### config.mk
export PLATFORM = sky130hd
export DESIGN_NAME = bcd_counter_chain
export DESIGN_NICKNAME = d
export VERILOG_FILES = /design/src/rtl/bcd_counter_chain.sv
export SDC_FILE = /design/constraint.sdc
export NUM_CORES = 1
export LEC_CHECK = 0
export BUFFER_PORTS_ARGS = -buffer_cell sky130_fd_sc_hd__buf_4
export CAP_MARGIN = 15
export CELL_PAD_IN_SITES_DETAIL_PLACEMENT = 0
export CELL_PAD_IN_SITES_GLOBAL_PLACEMENT = 1
export CORE_ASPECT_RATIO = 0.9
export CORE_MARGIN = 2
export CORE_UTILIZATION = 30
export DETAILED_ROUTE_END_ITERATION = 16
export HOLD_SLACK_MARGIN = 0.06
export PLACE_DENSITY = 0.75
export SYNTH_ARGS = -nofsm -noshare
export SYNTH_HDL_FRONTEND = slang
export SYNTH_SLANG_ARGS = --single-unit
### constraint.sdc
create_clock -name clk -period 3.09 [get_ports clk]
set_input_delay 0.618 -clock clk [delete_from_list [all_inputs] [get_ports clk]]
set_output_delay 0.618 -clock clk [all_outputs]
set_load 0.03 [all_outputs]
### src/rtl/bcd_counter_chain.sv
// Cascaded up/down modulo-MODULUS digit counter with load, optional saturation, tick/wrap/load_err flags.
// Latency: one falling clk edge from en/load to count and flags; no backpressure, input accepted every edge.
module bcd_counter_chain #(
    parameter int DIGITS   = 2,
    parameter int MODULUS  = 10,
    parameter int SATURATE = 0
) (
    input  logic                  clk,
    input  logic                  reset,
    input  logic                  en,
    input  logic                  up,
    input  logic                  load,
    input  logic [4*DIGITS-1:0]   load_val,
    output logic [4*DIGITS-1:0]   count,
    output logic                  tick,
    output logic                  wrap,
    output logic                  load_err
);

    localparam logic [3:0] DIGIT_MAX = 4'(MODULUS - 1);
    localparam logic [4:0] DIGIT_MOD = 5'(MODULUS);

    logic [4*DIGITS-1:0] count_q, count_d;
    logic                tick_q, tick_d;
    logic                wrap_q, wrap_d;
    logic                load_err_q, load_err_d;
    logic                carry;

    always_comb begin
        count_d    = count_q;
        wrap_d     = 1'b0;
        load_err_d = 1'b0;
        tick_d     = 1'b1;
        carry      = 1'b0;

        if (load) begin
            for (int k = 0; k < DIGITS; k++) begin
                if ({1'b0, load_val[4*k +: 4]} >= DIGIT_MOD) begin
                    count_d[4*k +: 4] = 4'd0;
                    load_err_d        = 1'b1;
                end else begin
                    count_d[4*k +: 4] = load_val[4*k +: 4];
                end
            end
        end else if (en) begin
            // carry doubles as borrow; surviving past the top digit means we were at the terminal value
            carry = 1'b1;
            for (int k = 0; k < DIGITS; k++) begin
                if (carry) begin
                    if (up) begin
                        if (count_q[4*k +: 4] == DIGIT_MAX) begin
                            count_d[4*k +: 4] = 4'd0;
                        end else begin
                            count_d[4*k +: 4] = 4'(count_q[4*k +: 4] + 4'd1);
                            carry             = 1'b0;
                        end
                    end else begin
                        if (count_q[4*k +: 4] == 4'd0) begin
                            count_d[4*k +: 4] = DIGIT_MAX;
                        end else begin
                            count_d[4*k +: 4] = 4'(count_q[4*k +: 4] - 4'd1);
                            carry             = 1'b0;
                        end
                    end
                end
            end
            if (carry) begin
                if (SATURATE != 0) begin
                    count_d = count_q;
                end else begin
                    wrap_d = 1'b1;
                end
            end
        end

        for (int k = 0; k < DIGITS; k++) begin
            if (count_d[4*k +: 4] != (up ? DIGIT_MAX : 4'd0)) begin
                tick_d = 1'b0;
            end
        end
    end

    always_ff @(negedge clk or negedge reset) begin
        if (!reset) begin
            count_q    <= '0;
            tick_q     <= 1'b0;
            wrap_q     <= 1'b0;
            load_err_q <= 1'b0;
        end else begin
            count_q    <= count_d;
            tick_q     <= tick_d;
            wrap_q     <= wrap_d;
            load_err_q <= load_err_d;
        end
    end

    assign count    = count_q;
    assign tick     = tick_q;
    assign wrap     = wrap_q;
    assign load_err = load_err_q;

endmodule

==> impl_metrics.toml <==
[outcome]
status = "complete, but fails checks"
violations = "setup timing"

[synthesis]
synth-seq-cells = 11
yosysSeqAreaShare_pct = 30.6
yosys-top-cells-area = "dfrtn_1 31%, nand3_1 5.0%, xnor2_1 3.9%, a21oi_1 3.3%, o21ai_0 3.3%"
synth_ff_type = "dfrtn_1"
yosys.area.top_type = "dfrtn_1"
synth-async-reset-ratio_pct = 100
yosys_warnings = 0
avgSynthCellArea_um2 = 8.24
synth_area_um2 = 898
synth_fp_nets = 122
syn_inst = 109
synthDistinctLibCells = 44
synth_top_area_share_pct = 30.6
synth_edf_count = 0

[placed_design]
io_buffers = 23
place_area_um2 = 1320
gp_congestion = 0.805
post-dp-hpwl_mm = 2.01

[setup_path]
critPathCapture = "tick"
r2r.worst_path.cells = 7
critical-path-slowest-cell = "or4b_4"
crit-reg2reg-launch = "count[0]"
start_kind = "primary input"
crit_path_end_kind = "flip-flop"
crit_fanout = 3
reg2reg_to = "tick"
r2r_setup_slack_ns = 0.89
slowest_delay_ns = 0.55
critPathKind = "primary input to flip-flop"
cp_cell_sequence = "buf_6, or3b_4, a21oi_4, a211o_2, nand3_2, or4b_4, a2111oi_4"
cp.arrival_ns = 2.33
cp-startpoint = "en"
cp.required_ns = 1.82

[global_route]
overflow = 0
grt_max_degree = 13
grt_pass1_vias = 1009
grt_pass1_wl_mm = 4.53
grt_use_total_pct = 17.3
antenna_found_initial = 0

[cells_and_area]
insertedDiodeCount = 0
nNetsFinal = 178
fill_cells = 285
final_cell_area_um2 = 1460
area_growth_pct = 62.8
drive_above_1_share_pct = 49.4

[floorplan]
die-area_um2 = 3450
ios = 24
fp.dieH_um = 55.9
fp.dieW_um = 61.7
initial_core_util_pct = 32.2
coreArea_um2 = 2790
num_rows = 18

[drt]
drt_first_pass_iters = 4
drt_iter0_markers = 28
via_per_inst = 5.08
drt-total-wl_mm = 2.71
wl_met2_mm = 1.21
wl_per_cell_um = 13.3
m1WireLength_mm = 1.33
vias = 1037
highest_layer = "met4"
ant_nets = 0
wl_met3_um = 91
drc = 0

[pwr]
peakVddDrop_v = 0.000231
pwr_density_cell_nw_per_um2 = 373
leakagePower_nw = 0.674

[cts]
cts_hold_buf = 0
clock_path_buffers = 2
clkLatencyLatePin_ns = 0.28
cts-htree-levels = 1
clk_root_buffer_cell = "clkbuf_4"
cts_sinks = 11
clk_pin_slew_ns = 0.06
cts_tree = "done"
cts_made_buffers = 3

[sta]
tightest_slew_ns = 0.294
worst_slack_ns = -0.511
finalHoldViolations = 0
finalSetupViolations = 3
rsz0062_at_grt = "yes"
slew_viol_final = 0
fin_setup_tns_ns = -1.16
finalClockSkew_ns = 0.00432
whs_ns = 0.647
slew_headroom_pct = 80.2

[worst_hold_path]
hp-class = "flip-flop to flip-flop"

[job]
max_cap_viol_count = 0
[state kept, by name, indices dropped and copies added, names as in the netlist]
name / count
count: 8
wrap: 1
tick: 1
load_err: 1
[cell usage in the layout (no fill, tap or decap), drive strengths merged, types with 3 or more instances in the layout]
| cell type | count |
|---|---|
| buf | 59 |
| dfrtn | 11 |
| o21ai | 11 |
| nand3 | 10 |
| a21oi | 7 |
| nor2 | 6 |
| nand2 | 5 |
| nor3 | 5 |
| xnor2 | 4 |
| inv | 4 |
| clkbuf | 4 |
| nor2b | 3 |
| nand3b | 3 |
[report_power, final]
| group | switching [mW] | internal [mW] | leakage, nW |
|---|---|---|---|
| clock network | 0.0536 | 0.0501 | 0.0150 |
| registers | 0.00850 | 0.160 | 0.142 |
| logic | 0.145 | 0.128 | 0.517 |
[critical path: cells and delay by family]
family,cells,cell delay [ns]
buffers and inverters,1,0.07
AND/OR/NAND/NOR,3,1.01
AO/OA/AOI/OAI,3,0.63
[repair_timing]
item,in CTS,in global routing
gates cloned,0,0
pin swaps,4,6
setup endpoints to repair,3,4
buffers inserted,4,2
resized for setup,13,6
hold endpoints to repair,0,0
[worst min-delay path by stage]
| stage | slack [ns] | end | cells after the start | start |
|---|---|---|---|---|
| final | 0.65 | count[2] | 3 | count[2] |
| after global routing | 0.70 | count[2] | 3 | count[2] |
| after CTS | 0.65 | count[2] | 3 | count[2] |
| after detailed placement | 0.65 | count[2] | 3 | count[2] |
| after global placement | 0.64 | count[2] | 3 | count[2] |
| after floorplan | 0.71 | count[3] | 2 | count[2] |
[metrics by stage]
stage	utilization, %	std cells	total power, mW	setup WS [ns]
4_1_cts	51.3	204	0.538	-0.519
3_3_place_gp	47.3	196	0.414	-0.786
5_1_grt	52.4	204	0.578	-0.553
3_5_place_dp	47.3	196	0.417	-0.836
6_report	52.4	204	0.546	-0.511
2_1_floorplan	-	109	0.311	-0.705
[cells in the mapped netlist, drive strengths merged (3+ instances only)]
library cell / count
nand3b: 3
a21oi: 7
nor3: 5
clkbuf: 6
nor2: 6
o21ai: 11
inv: 4
xnor2: 4
nand2: 5
nand3: 10
nor2b: 3
dfrtn: 11
[cell type report]
class / count / area (µm²) / area share, %
multi-input combinational: 86 / 634 / 43.4
timing repair buffer: 59 / 462 / 31.6
sequential: 11 / 275 / 18.8
tap: 40 / 50.0 / 3.42
clock buffer: 4 / 26.3 / 1.80
inverter: 4 / 15.0 / 1.03
[metal layers]
metal | vias to the layer above | track usage, %
li1 | 512 | -
met1 | 492 | 25.0
met2 | 24 | 25.3
met3 | 9 | 1.86
met4 | 0 | 7.60
met5 | - | 0
[cells by family (layout without fill, tap and decap cells)]
kind of cell | after synthesis | in the layout | synth area share (%)
flip-flops | 11 | 11 | 30.6
XOR/XNOR | 5 | 5 | 4.87
AO/OA/AOI/OAI | 32 | 32 | 24.7
AND/OR/NAND/NOR | 48 | 48 | 32.5
buffers and inverters | 12 | 67 | 6.27
multiplexers | 1 | 1 | 1.11
No activity file was read; power rests on OpenSTA's default activity.
